--- src/rtl/port_arbiter_pkg.sv ---
// Shared NoC definitions for the port arbiter and related blocks.
//   - flit field positions (src / dst / id / data) for the default
//     16-node, 32-bit flit layout
//   - arb_state_t: output-register state of an injection-port arbiter
//   - CNT_W: width of the accepted-flit counter
//   - small field-extraction helpers for sinks and monitors
package port_arbiter_pkg;

    localparam int CNT_W    = 16;

    localparam int SRC_LSB  = 0;
    localparam int SRC_W    = 4;
    localparam int DST_LSB  = 4;
    localparam int DST_W    = 4;
    localparam int ID_LSB   = 8;
    localparam int ID_W     = 8;
    localparam int DATA_LSB = 16;
    localparam int DATA_W   = 16;

    typedef enum logic {
        IDLE = 1'b0,   // output register empty
        HOLD = 1'b1    // output register holds a flit
    } arb_state_t;

    function automatic logic [SRC_W-1:0] flit_src(input logic [31:0] flit);
        return flit[SRC_LSB +: SRC_W];
    endfunction

    function automatic logic [DST_W-1:0] flit_dst(input logic [31:0] flit);
        return flit[DST_LSB +: DST_W];
    endfunction

    function automatic logic [ID_W-1:0] flit_id(input logic [31:0] flit);
        return flit[ID_LSB +: ID_W];
    endfunction

    function automatic logic [DATA_W-1:0] flit_data(input logic [31:0] flit);
        return flit[DATA_LSB +: DATA_W];
    endfunction

endpackage

--- src/rtl/port_arbiter_rr_pick.sv ---
// rr_pick: combinational round-robin selector, reusable by any NoC arbiter.
// Search starts at ptr+1 (mod NREQ) and wraps, so the last winner has the
// lowest priority on the next pick.
//   req   : request vector
//   ptr   : index of the previous winner
//   grant : one-hot grant (zero when no request)
//   idx   : index of the granted requester (zero when no request)
//   any   : at least one request present
module rr_pick #(
    parameter int NREQ = 4
) (
    input  logic [NREQ-1:0]         req,
    input  logic [$clog2(NREQ)-1:0] ptr,
    output logic [NREQ-1:0]         grant,
    output logic [$clog2(NREQ)-1:0] idx,
    output logic                    any
);

    localparam int IW = $clog2(NREQ);

    logic [IW-1:0] cand;

    always_comb begin
        grant = '0;
        idx   = '0;
        any   = 1'b0;
        cand  = '0;
        for (int i = 1; i <= NREQ; i++) begin
            cand = IW'((int'(ptr) + i) % NREQ);
            if (!any && req[cand]) begin
                any         = 1'b1;
                grant[cand] = 1'b1;
                idx         = cand;
            end
        end
    end

endmodule

--- src/rtl/port_arbiter.sv ---
// port_arbiter: shares one router injection port between NREQ requesters.
// A single output register holds the granted flit; a new flit may be loaded
// whenever the register is empty or is being drained in the same cycle, so
// back-to-back traffic runs at one flit per cycle.
//   clk        : clock, rising edge
//   rst        : asynchronous active-low reset
//   en         : allows new grants (a held flit drains regardless)
//   req_data   : per-requester flits
//   req_valid  : per-requester valid
//   req_ready  : per-requester ready, one-hot or zero, combinational
//   data_out   : held flit towards the router
//   valid_out  : data_out valid
//   ready_in   : router accepts data_out
//   grant_id   : requester index of the held flit
//   flit_count : flits accepted by the router, saturating
//   done       : flit_count >= LIMIT
module port_arbiter
    import port_arbiter_pkg::*;
#(
    parameter int WIDTH        = 32,
    parameter int N            = 16,
    parameter int N_ADDR_WIDTH = $clog2(N),
    parameter int NREQ         = 4,
    parameter int LIMIT        = 1000
) (
    input  logic                        clk,
    input  logic                        rst,
    input  logic                        en,
    input  logic [NREQ-1:0][WIDTH-1:0]  req_data,
    input  logic [NREQ-1:0]             req_valid,
    output logic [NREQ-1:0]             req_ready,
    output logic [WIDTH-1:0]            data_out,
    output logic                        valid_out,
    input  logic                        ready_in,
    output logic [$clog2(NREQ)-1:0]     grant_id,
    output logic [CNT_W-1:0]            flit_count,
    output logic                        done
);

    localparam int GW = $clog2(NREQ);

    if (NREQ < 2 || NREQ > 16 || N_ADDR_WIDTH < $clog2(N)) begin : g_param_check
        $error("port_arbiter: illegal parameterisation");
    end

    arb_state_t     state;
    logic [GW-1:0]  ptr;

    logic [NREQ-1:0] pick_grant;
    logic [GW-1:0]   pick_idx;
    logic            pick_any;
    logic            can_load;
    logic            do_grant;

    rr_pick #(.NREQ(NREQ)) u_pick (
        .req   (req_valid),
        .ptr   (ptr),
        .grant (pick_grant),
        .idx   (pick_idx),
        .any   (pick_any)
    );

    // rst gates the grant so req_ready stays low for the whole reset period.
    assign can_load  = en && (state == IDLE || ready_in);
    assign do_grant  = rst && can_load && pick_any;
    assign req_ready = do_grant ? pick_grant : '0;
    assign valid_out = (state == HOLD);
    assign done      = 32'(flit_count) >= LIMIT;

    always_ff @(posedge clk or negedge rst) begin
        if (!rst) begin
            state    <= IDLE;
            ptr      <= GW'(NREQ - 1);
            data_out <= '0;
            grant_id <= '0;
        end else if (do_grant) begin
            data_out <= req_data[pick_idx];
            grant_id <= pick_idx;
            ptr      <= pick_idx;
            state    <= HOLD;
        end else if (state == HOLD && ready_in) begin
            state    <= IDLE;
        end
    end

    always_ff @(posedge clk or negedge rst) begin
        if (!rst) begin
            flit_count <= '0;
        end else if (valid_out && ready_in && flit_count != '1) begin
            flit_count <= flit_count + 1'b1;
        end
    end

endmodule

--- config.mk ---
export PLATFORM = sky130hd
export DESIGN_NAME = port_arbiter
export DESIGN_NICKNAME = d
export VERILOG_FILES = /design/src/rtl/port_arbiter_pkg.sv /design/src/rtl/port_arbiter_rr_pick.sv /design/src/rtl/port_arbiter.sv
export SDC_FILE = /design/constraint.sdc
export NUM_CORES = 1
export LEC_CHECK = 0
export ABC_AREA = 1
export CORE_UTILIZATION = 40
export DETAILED_ROUTE_END_ITERATION = 12
export PLACE_DENSITY = 0.79
export SETUP_SLACK_MARGIN = 0.4
export SYNTH_ARGS = -nofsm -noshare
export SYNTH_HDL_FRONTEND = slang
export SYNTH_HIERARCHICAL = 1
export SYNTH_SLANG_ARGS = --single-unit
export TNS_END_PERCENT = 5
--- constraint.sdc ---
create_clock -name clk -period 4.6 [get_ports clk]
set_clock_uncertainty 0.15 [all_clocks]
set_input_delay 0.69 -clock clk [delete_from_list [all_inputs] [get_ports clk]]
set_output_delay 0.69 -clock clk [all_outputs]
set_load 0.01 [all_outputs]
# After elaboration in Yosys (flattened, before gate mapping)
# Index checks and enable logic that the tools add are counted.
[word_totals]
mem_count = 0
regBits = 53
inputBits = 136
elab_cells = 75
output_inout_bits = 56
ramBits = 0
romBits = 0
latch_bits = 0
[classes]
reduce_logical = 17
mul = 0
n_eq_ne = 1
add_sub_neg = 5
n_lt_le_gt_ge = 10
muxes = 33
div = 0
shift = 0
bitwise_logic = 4
[op_table]
columns = ["op", "n"]
rows = [
  ["binary-select mux 32 bit (select 2 bit)", 1],
  ["two-way mux 32 bit", 1],
  ["two-way mux 4 bit", 5],
  ["adder 16 x 1 -> 16 bit (second input constant)", 1],
  [">= comparator 16 x 10 -> 1 bit (second input constant)", 1],
  ["inequality test 16 bit (second input constant)", 1],
  ["less-than comparator 2 x 3 -> 1 bit (second input constant)", 5],
  ["two-way mux 1 bit", 14],
  ["logical AND 1 bit", 12],
  ["OR 4 bit", 3],
  ["binary-select mux 1 bit (select 2 bit)", 4],
  ["demux 1 bit (select 2 bit)", 4],
  [">= comparator 2 x 1 -> 1 bit (second input constant)", 4],
  ["two-way mux 2 bit", 4],
  ["adder 2 x 1 -> 2 bit (second input constant)", 2],
  ["adder 2 bit (second input constant)", 2],
  ["logical NOT 1 bit", 3],
  ["nonzero test 2 bit", 1],
  ["logical OR 1 bit", 1],
  ["inverter 1 bit", 1],
]

# Longest topological paths before layout
# Gate-level depths: netlist of the first run.
[logic_depth]
word_depth = 15
ltp_mapped = 17
ltp_nobuf = 14

# Cells and area by module
# The synthesis of the first run kept the hierarchy.
[modules_own_cells]
columns = ["mod", "instances", "seq_area_each_um2", "area_each_um2", "cells_per_inst"]
rows = [
  ["port_arbiter", 1, 1328.8, 3424.5, 537],
  ["rr_pick", 1, 0.0, 535.5, 81],
]

# Worst setup path before layout of the first run
# OpenSTA, ideal clock, no wires.
[synth_timing]
path_kind = "flip-flop to output port"
start = "reg ptr[0]"
end = "out req_ready[0]"
required_ps = 3760
setup_slack_ps = 1367
path_stages_with_launch = 15
n_path_buf = 3
t_arrival_ps = 2393
path_cell_list = "dfstp_2 -> buf_6 -> inv_8 -> ha_1 -> inv_2 -> nand3_4 -> nand2_4 -> nor2_4 -> buf_6 -> nand4_1 -> nand3_1 -> nor2_2 -> inv_1 -> buf_2 -> nor2_1"
[synth_between]
elab_chain_cells = 15
word_cells_on_any_way = 51
classes_between = "4 x add/sub; 8 x order compare; 25 x mux; 3 x bitwise; 11 x reduce/logical"
[synth_rtl]
columns = ["item", "line_no", "rtl"]
rows = [
  ["start, declared", "port_arbiter.sv:47", "logic [GW-1:0] ptr;"],
  ["start signal, assigned", "port_arbiter.sv:73", "ptr <= GW'(NREQ - 1);"],
  ["start signal, assigned", "port_arbiter.sv:79", "ptr <= pick_idx;"],
  ["adder 2 x 1 -> 2 bit", "port_arbiter_rr_pick.sv:29", "cand = IW'((int'(ptr) + i) % NREQ);"],
  ["binary-select mux 1 bit (select 2 bit)", "port_arbiter_rr_pick.sv:30", "if (!any && req[cand]) begin"],
  ["two-way mux 1 bit (not written as such)", "port_arbiter_rr_pick.sv:30", ""],
  ["two-way mux 1 bit", "port_arbiter_rr_pick.sv:30", ""],
  ["logical NOT 1 bit", "port_arbiter_rr_pick.sv:30", ""],
  ["logical AND 1 bit", "port_arbiter_rr_pick.sv:30", ""],
  ["two-way mux 1 bit", "port_arbiter_rr_pick.sv:30", ""],
  ["logical NOT 1 bit", "port_arbiter_rr_pick.sv:30", ""],
  ["logical AND 1 bit", "port_arbiter_rr_pick.sv:30", ""],
  ["two-way mux 1 bit", "port_arbiter_rr_pick.sv:30", ""],
  ["logical NOT 1 bit", "port_arbiter_rr_pick.sv:30", ""],
  ["logical AND 1 bit", "port_arbiter_rr_pick.sv:30", ""],
  ["two-way mux 1 bit (*)", "port_arbiter_rr_pick.sv:30", ""],
  ["via pick_any", "port_arbiter.sv:51", "logic pick_any;"],
  ["logical AND 1 bit (*)", "port_arbiter.sv:65", "assign do_grant = rst && can_load && pick_any;"],
  ["two-way mux 4 bit (*)", "port_arbiter.sv:66", "assign req_ready = do_grant ? pick_grant : '0;"],
  ["end, declared", "port_arbiter.sv:31", "output logic [NREQ-1:0] req_ready,"],
]
# The timed path passes the listed nets; every way through them passes the cells marked *. The select of a mux whose other input is x is not followed.

# Worst setup path after layout of the first run
[layout_timing]
start = "reg ptr[1]"
end = "out req_ready[1]"
# Same word-level chain as after synthesis.

==> results of run 1 <==
==> placed cells by master, fill, tap and decap left out, types with 3 or more instances in the layout <==
master | synthesis | routed
sky130_fd_sc_hd__a21boi_0 | 4 | 4
sky130_fd_sc_hd__nor2_2 | 4 | 3
sky130_fd_sc_hd__nand2_2 | 5 | 5
sky130_fd_sc_hd__nand3_1 | 33 | 32
sky130_fd_sc_hd__xor2_1 | 3 | 3
sky130_fd_sc_hd__dfrtp_1 | 51 | 51
sky130_fd_sc_hd__clkbuf_8 | 0 | 6
sky130_fd_sc_hd__o21ai_1 | 22 | 22
sky130_fd_sc_hd__nor2_4 | 5 | 6
sky130_fd_sc_hd__nand2_4 | 4 | 4
sky130_fd_sc_hd__clkdlybuf4s50_1 | 0 | 190
sky130_fd_sc_hd__buf_4 | 4 | 4
sky130_fd_sc_hd__inv_2 | 3 | 3
sky130_fd_sc_hd__nand2_1 | 194 | 194
sky130_fd_sc_hd__nand4_1 | 11 | 11
sky130_fd_sc_hd__ha_1 | 10 | 10
sky130_fd_sc_hd__nor2_1 | 117 | 117
sky130_fd_sc_hd__a21oi_1 | 8 | 7
sky130_fd_sc_hd__inv_1 | 30 | 30
sky130_fd_sc_hd__o21ai_0 | 76 | 76
==> worst register-to-register path, stage by stage, from the launching register on <==
cell,delay [ps]
sky130_fd_sc_hd__dfstp_2,760
sky130_fd_sc_hd__inv_8,110
sky130_fd_sc_hd__ha_1,390
sky130_fd_sc_hd__inv_2,150
sky130_fd_sc_hd__nand3_1,110
sky130_fd_sc_hd__nand2_2,180
sky130_fd_sc_hd__inv_2,100
sky130_fd_sc_hd__nand3_1,110
sky130_fd_sc_hd__nand3_2,880
sky130_fd_sc_hd__nor2_1,390
sky130_fd_sc_hd__o21ai_0,130
sky130_fd_sc_hd__o21ai_1,120
sky130_fd_sc_hd__nand2_1,60
sky130_fd_sc_hd__nand2_1,70
==> per-layer routing <==
| metal | routed length (µm) | vias to the layer above | track usage |
|---|---|---|---|
| li1 | - | 2324 | - |
| met1 | 5330 | 2133 | 0.315 |
| met2 | 6410 | 170 | 0.433 |
| met3 | 993 | 18 | 0.0669 |
| met4 | 265 | 0 | 0.0702 |
| met5 | 0 | - | 0 |
==> flip-flops by register name, summed over array words and instances, names as in the netlist <==
signal      cells
data_out       32
flit_count     16
grant_id        2
ptr             2
valid_out       1
==> cell families after synthesis <==
family,count (synthesis)
AND/OR/NAND/NOR,377
AO/OA/AOI/OAI,112
buffers and inverters,63
flip-flops,53
adder cells (fa/ha/maj),10
XOR/XNOR,3
==> power breakdown <==
| group | switching, mW | internal (mW) |
|---|---|---|
| Clock | 0.158 | 0.123 |
| Sequential | 0.149 | 0.643 |
| Combinational | 1.73 | 1.11 |
==> layout make-up <==
cell class / instances / share of cell area
inverters: 34 / 0.0224
well taps: 129 / 0.0268
clock buffers: 6 / 0.0137
clock inverters: 2 / 0.00228
repair buffers: 195 / 0.321
multi-input cells: 502 / 0.393
flip-flops and latches: 53 / 0.220
==> worst max-delay path by stage <==
stage	start	end	slack, ps	cells past startpoint
CTS	ptr[1]$_DFFE_PN1P_	req_ready[1]	620	12
global placement	ptr[1]$_DFFE_PN1P_	req_ready[2]	1050	12
finish	ptr[1]$_DFFE_PN1P_	req_ready[1]	620	12
floorplan	ptr[0]$_DFFE_PN1P_	req_ready[0]	1370	14
detailed placement	ptr[0]$_DFFE_PN1P_	data_out[28]$_DFFE_PN0P_	930	13
global route	ptr[1]$_DFFE_PN1P_	req_ready[1]	440	12
==> per-stage QoR <==
step                      utilization  setup WS, ps  hold slack, ps  instance area, µm²
after floorplan                     -          1370             244                3960
after global placement          0.630          1050             312                5930
after detailed placement        0.630           934             315                5930
after CTS                       0.640           624             342                6030
after global routing            0.640           439             356                6030
final                           0.640           624             335                6030
==> results.txt, run 1 <==
----------------------------------------------------
[Status]
  Result of the run ... complete, no violations

[Synthesis]
  Cell area after synthesis ... approximately 4000 µm²
  Post-synthesis share of cell area spent on xor and xnor gates ... 0.00664
  Cell with the most instances after synthesis ... sky130_fd_sc_hd__nand2_1
  Number of unique standard cell types used by synthesis ... 30
  Area fraction in compound gates after synthesis ... 0.148
  Average footprint of a synthesized cell ... between 6 and 7 µm²
  Post-synth EDFFs ... 0
  Commonest cells in the netlist ... sky130_fd_sc_hd__nand2_1, sky130_fd_sc_hd__nor2_1, sky130_fd_sc_hd__o21ai_0
  Proportion of register bits with asynchronous set or reset after synthesis ... 1.00
  Synth top area share ... 0.322
  FF+latch count, synth ... 53
  Cell taking the most area after synthesis ... sky130_fd_sc_hd__dfrtp_1
  Sequential fraction of the synthesis area ... 0.336
  Primary FF master, synth ... sky130_fd_sc_hd__dfrtp_1
  Dominant combinational cell family by area after synthesis ... simple AND/OR/NAND/NOR gates
  Adder-cell share of the synthesized area ... 0.0316
  Post-Synthesis Cells ... around 600
  Largest cells by area after synthesis ... sky130_fd_sc_hd__dfrtp_1, sky130_fd_sc_hd__nand2_1, sky130_fd_sc_hd__nor2_1, sky130_fd_sc_hd__o21ai_0, sky130_fd_sc_hd__nand3_1
  Number of warning messages in the yosys log ... 6
  Syn nets ... around 760
  Share of synthesized area spent on multiplexers ... 0
  Simple-gate area share of the yosys netlist ... 0.407

[Global routing]
  Maximum number of pins on one net before global-route repair ... 66
  Wire length of the first global-routing pass ... between 20000 and 25000 µm
  Remaining Overflow, GRT ... 0
  Global router's overall resource usage ... 0.254
  Via count of the first global-routing pass ... between 4000 and 5000
  Number of antenna violations at the first check in global routing ... 0

[Clock network]
  Number of buffers added by the clock tree synthesis step ... 5
  Clk Latency, worst-skew pair ... 300 ps
  Hold buffers post-CTS ... 0
  Clock tree buffer depth ... 2
  Maximum level of the CTS H-tree ... 2
  Clock transition time at the flip-flop clock pins of the worst setup and hold paths ... 100 ps
  Clock sinks ... 53
  Library cell used as clock root buffer ... sky130_fd_sc_hd__clkbuf_8
  Setup fix buffers added after clock tree synthesis ... 0
  Count of instances resized after the clock tree is built ... 0
  Clock tree from TritonCTS ... built

[Final layout]
  Area Growth Syn to Fin ... 52.2%
  Fraction of layout cells with a size suffix above 1 ... 0.0543
  Net count, final ... approximately 940
  Antenna diode instance count ... 0
  Multi-input gate area ... ~2400 µm²
  Final non-filler cell total ... between 900 and 1000
  Layout filler cell count ... between 800 and 900
  FF/Latch Area ... ~1300 µm²

[Floorplan]
  Starting Density ... 0.421
  Area of the placeable core ... about 9400 µm²
  Die Y-Extent ... between 100 and 150 µm
  Num rows ... 35
  Die Span X ... a little over 100 µm
  Floorplan die area ... slightly above 10000 µm²
  Ports placed on the boundary ... 192

[Worst setup path]
  Buffers and inverters on the worst path ... 4
  Source of the worst register-to-register timing path ... ptr[0]$_DFFE_PN1P_
  R2R cell count ... 13
  Crit path largest cell delay ... ~660 ps
  Critical path fanouts, max ... 12
  Library cell contributing the largest single delay on the critical path ... sky130_fd_sc_hd__dfstp_2
  CP arrival ... 3140 ps
  Startpoint type of the worst setup path ... flip-flop
  CP top delay family ... buffers and inverters
  Data required time of the critical path ... around 3800 ps
  Classification of the worst setup path ... flip-flop to primary output
  Reg-to-reg setup timing slack ... 840 ps
  Crit Reg-Reg Endpoint ... data_out[3]$_DFFE_PN0P_
  Critical Path End Type ... primary output
  Ordered cell list for the critical path ... inv_1, ha_1, inv_2, nand3_4, nand2_4, nor2_4, nand4_1, nand3_1, nor2_4, inv_1, nor2_1, clkdlybuf4s50_1

[Placement]
  Port bufs ... approximately 190
  Placed wire-length estimate ... roughly 10000 µm
  Cells after DPL ... a little over 900
  Final estimated routing congestion in global placement ... 0.843

[Power]
  Leakage ... roughly 2.7 nW
  Total power density per cell area ... roughly 650 nW/µm²
  Power after layout ... between 3 and 4 mW
  Worst vdd ir ... between 0.0005 and 0.0006 V

[Worst hold path]
  Worst hold path stage count ... 2
  Min-Delay Startpoint ... data_out[2]$_DFFE_PN0P_
  Min-Delay Path Class ... flip-flop to flip-flop
  Endpoint with the worst hold slack ... data_out[2]$_DFFE_PN0P_

[Detailed routing]
  Post-DR vias/cell ... 5.04
  Average routed wire per standard cell ... about 14 µm
  First-pass detailed-route iteration total ... 5
  Vias post-DR ... around 4600
  DRC violation count after routing ... 0
  DR iter-0 viols ... between 150 and 200
  Wirelength, routed ... ~13000 µm
  Final antenna-violating net count ... 0

[Timing]
  Total negative setup slack ... 0 ps
  Setup repair after global routing missed its margin ... false
  Max-slew headroom ... 0.204
  Shortest clock period the worst path allows after layout ... around 4000 ps
  Final Max Slew Viols ... 0
  Least-Margin Pin Slew ... between 1000 and 1500 ps
  Final Hold Violating Endpoints ... 0
  Final critical-path share of the clock period ... 0.864
  Number of failing setup endpoints in the final timing report ... 0
  Fmax ... between 200 and 300 MHz

[Flow run]
  Maxcap violations ... 0

----------------------------------------------------
No activity file was read; power rests on OpenSTA's default activity.
==> run 2: changes to the inputs <==
Clock period 4.6 ns to 4.5 ns, I/O delays scaled along.
==> run 2 against run 1 <==
Non-clock buffer count rose by 1; routed wire length rose by 0.99%; register-to-register slack improved by 80 ps; hold slack improved by 1.3 ps; clock-buffer cell count fell by 1; via count rose by 0.80%; design area rose by 0.75%; critical endpoint unchanged.
==> results.txt, run 2 (synthesis gave the netlist of run 1 again) <==
----------------------------------------------------
[Global routing]
  Routing usage on met3 ... 0.0842 (was 0.0669)
  Global router's overall resource usage ... 0.258 (was 0.254)
  Most Used Layer, Global Route ... met2 (unchanged)
  Remaining Overflow, GRT ... 0 (unchanged)
  Wire length of the first global-routing pass ... 20900 µm (was 20800 µm)
  Fraction of met2 tracks used by global routing ... 0.456 (was 0.433)
  Number of antenna violations at the first check in global routing ... 0 (unchanged)
  Via count of the first global-routing pass ... 4490 (was 4370)
  Maximum number of pins on one net before global-route repair ... 66 (unchanged)
  Met1 track demand over resource ... 0.289 (was 0.315)

[Clock network]
  Clock tree from TritonCTS ... built (unchanged)
  Setup fix buffers added after clock tree synthesis ... 0 (unchanged)
  Hold buffers post-CTS ... 0 (unchanged)
  Clock sinks ... 53 (unchanged)
  Maximum level of the CTS H-tree ... 2 (unchanged)
  Count of instances resized after the clock tree is built ... 0 (unchanged)
  Clock tree buffer depth ... 2 (unchanged)
  Number of buffers added by the clock tree synthesis step ... 5 (unchanged)
  Library cell used as clock root buffer ... sky130_fd_sc_hd__clkbuf_8 (unchanged)
  Clock transition time at the flip-flop clock pins of the worst setup and hold paths ... 90 ps (was 100 ps)
  Clk Latency, worst-skew pair ... 310 ps (was 300 ps)

[Worst setup path]
  Critical path fanouts, max ... 12 (unchanged)
  CP arrival ... 3040 ps (was 3140 ps)
  Critical Path End Type ... primary output (unchanged)
  Crit path largest cell delay ... 650 ps (was 660 ps)
  Source of the worst register-to-register timing path ... ptr[1]$_DFFE_PN1P_ (was ptr[0]$_DFFE_PN1P_)
  R2R cell count ... 15 (was 13)
  Crit Reg-Reg Endpoint ... data_out[1]$_DFFE_PN0P_ (was data_out[3]$_DFFE_PN0P_)
  Ordered cell list for the critical path ... inv_1, ha_1, inv_2, nand3_4, nand2_4, nor2_4, nand4_1, nand3_1, nor2_4, inv_1, nor2_1, clkdlybuf4s50_1 (unchanged)
  Reg-to-reg setup timing slack ... 920 ps (was 840 ps)
  Data required time of the critical path ... 3670 ps (was 3760 ps)
  Startpoint type of the worst setup path ... flip-flop (unchanged)
  Classification of the worst setup path ... flip-flop to primary output (unchanged)
  Library cell contributing the largest single delay on the critical path ... sky130_fd_sc_hd__dfstp_2 (unchanged)

[Timing]
  Hold slack final ... 336 ps (was 335 ps)
  Max-slew headroom ... 0.376 (was 0.204)
  Fmax ... roughly 260 MHz
  Least-Margin Pin Slew ... 935 ps (was 1190 ps)
  Final Max Slew Viols ... 0 (unchanged)
  Final critical-path share of the clock period ... 0.859
  Final Hold Violating Endpoints ... 0 (unchanged)
  Number of failing setup endpoints in the final timing report ... 0 (unchanged)
  Setup repair after global routing missed its margin ... false (unchanged)
  Total negative setup slack ... 0 ps (unchanged)
  Shortest clock period the worst path allows after layout ... between 3000 and 4000 ps
  Final setup margin ... 636 ps (was 624 ps)

[Power]
  Worst vdd ir ... 0.000524 V (was 0.000577 V)
  Leakage ... 2.71 nW (was 2.69 nW)
  Total power density per cell area ... 678 nW/µm² (was 649 nW/µm²)

[Final layout]
  Most common cell after layout, fill and taps aside ... sky130_fd_sc_hd__nand2_1 (unchanged)
  Antenna diode instance count ... 0 (unchanged)
  Commonest non-fill, non-tap cells in the layout ... sky130_fd_sc_hd__nand2_1, sky130_fd_sc_hd__clkdlybuf4s50_1, sky130_fd_sc_hd__nor2_1 (unchanged)
  Max reg flops ... 32 (unchanged)
  Area Growth Syn to Fin ... 53.4% (was 52.2%)
  Fraction of layout cells with a size suffix above 1 ... 0.0555 (was 0.0543)
  Largest registers ... data_out (32), flit_count (16) (unchanged)
  Multi-input gate area ... 2370 µm² (unchanged)
  Final Instance Area ... 6070 µm² (was 6030 µm²)
  FF/Latch Area ... 1330 µm² (unchanged)
  Util after Layout ... 0.645 (was 0.640)
  Net count, final ... 938 (was 937)
  Register with the highest flop count ... data_out (unchanged)
  Layout filler cell count ... 857 (was 855)

[Detailed routing]
  DRC violation count after routing ... 0 (unchanged)
  Average routed wire per standard cell ... 14.2 µm (was 14.1 µm)
  First-pass detailed-route iteration total ... 5 (unchanged)
  DR iter-0 viols ... 156 (was 186)
  Post-DR vias/cell ... 5.08 (was 5.04)
  Final antenna-violating net count ... 0 (unchanged)
  Wirelength, routed ... 13100 µm (was 13000 µm)
  Vias post-DR ... 4682 (was 4645)

[Placement]
  Port bufs ... 191 (unchanged)
  Final estimated routing congestion in global placement ... 0.855 (was 0.843)
  Dpl ws ... 914 ps (was 934 ps)
  Placed wire-length estimate ... 9960 µm (was 9840 µm)
  Dpl cell area ... 5940 µm² (was 5930 µm²)

[Floorplan]
  Starting Density ... 0.421 (unchanged)
  Die Span X ... 102 µm (unchanged)
  Ports placed on the boundary ... 192 (unchanged)
  Num rows ... 35 (unchanged)
  Area of the placeable core ... 9420 µm² (unchanged)
  Die Y-Extent ... 102 µm (unchanged)
  Floorplan die area ... 10300 µm² (unchanged)

[Status]
  Result of the run ... complete, no violations (unchanged)

[Worst hold path]
  Min-Delay Startpoint ... data_out[2]$_DFFE_PN0P_ (unchanged)
  Worst hold path stage count ... 2 (unchanged)
  Endpoint with the worst hold slack ... data_out[2]$_DFFE_PN0P_ (unchanged)
  Min-Delay Path Class ... flip-flop to flip-flop (unchanged)

[Flow run]
  Maxcap violations ... 0 (unchanged)

----------------------------------------------------
[run 2: cell count changes in the layout (fill, tap and decap cells not counted)]
cell / before / now
sky130_fd_sc_hd__buf_4: 4 / 5
sky130_fd_sc_hd__bufinv_16: 0 / 2
sky130_fd_sc_hd__clkbuf_8: 6 / 5
sky130_fd_sc_hd__clkinv_4: 1 / 0
[run 2: critical path, delay by kind of cell, from the launching register on]
kind / cells / cell delay [ps]
buffers and inverters: 4 / 860
adders and majority gates: 1 / 410
DFF: 1 / 650
and+or+nand+nor: 7 / 810
[run 2: final cells by class]
type / instances / share of cell area
clock buffers: 5 / 0.0113
multi-input cells: 502 / 0.390
inverters: 34 / 0.0222
well taps: 129 / 0.0266
repair buffers: 196 / 0.320
clock inverters: 3 / 0.0107
flip-flops and latches: 53 / 0.219
[run 2: power by group]
group / leakage (nW) / total [mW] / internal (mW) / switching (mW)
logic: 1.97 / 2.92 / 1.14 / 1.79
registers: 0.676 / 0.809 / 0.657 / 0.151
clock network: 0.0681 / 0.387 / 0.221 / 0.166
total: 2.71 / 4.12 / 2.01 / 2.10
[run 2: worst max path at each step]
stage / startpoint / to / slack (ps) / cells after the start
after floorplan: ptr[0]$_DFFE_PN1P_ / req_ready[0] / 1280 / 14
after global placement: ptr[1]$_DFFE_PN1P_ / data_out[1]$_DFFE_PN0P_ / 1020 / 15
after detailed placement: req_valid[2] / data_out[1]$_DFFE_PN0P_ / 910 / 15
after CTS: ptr[0]$_DFFE_PN1P_ / req_ready[1] / 590 / 12
after global routing: ptr[1]$_DFFE_PN1P_ / req_ready[0] / 410 / 12
final: ptr[1]$_DFFE_PN1P_ / req_ready[1] / 640 / 12
[run 2: metrics by stage]
stage / std cells / total power, mW
CTS: 922 / 4.13
finish: 922 / 4.12
global placement: 914 / 3.66
floorplan: 618 / 2.84
global route: 922 / 4.53
detailed placement: 914 / 3.71
[run 2: per-layer routing]
layer / share of wire / wire (µm) / up-vias
li1: - / - / 2328
met1: 0.39 / 5100 / 2145
met2: 0.50 / 6500 / 182
met3: 0.092 / 1200 / 27
met4: 0.025 / 327 / 0
met5: 0 / 0 / -
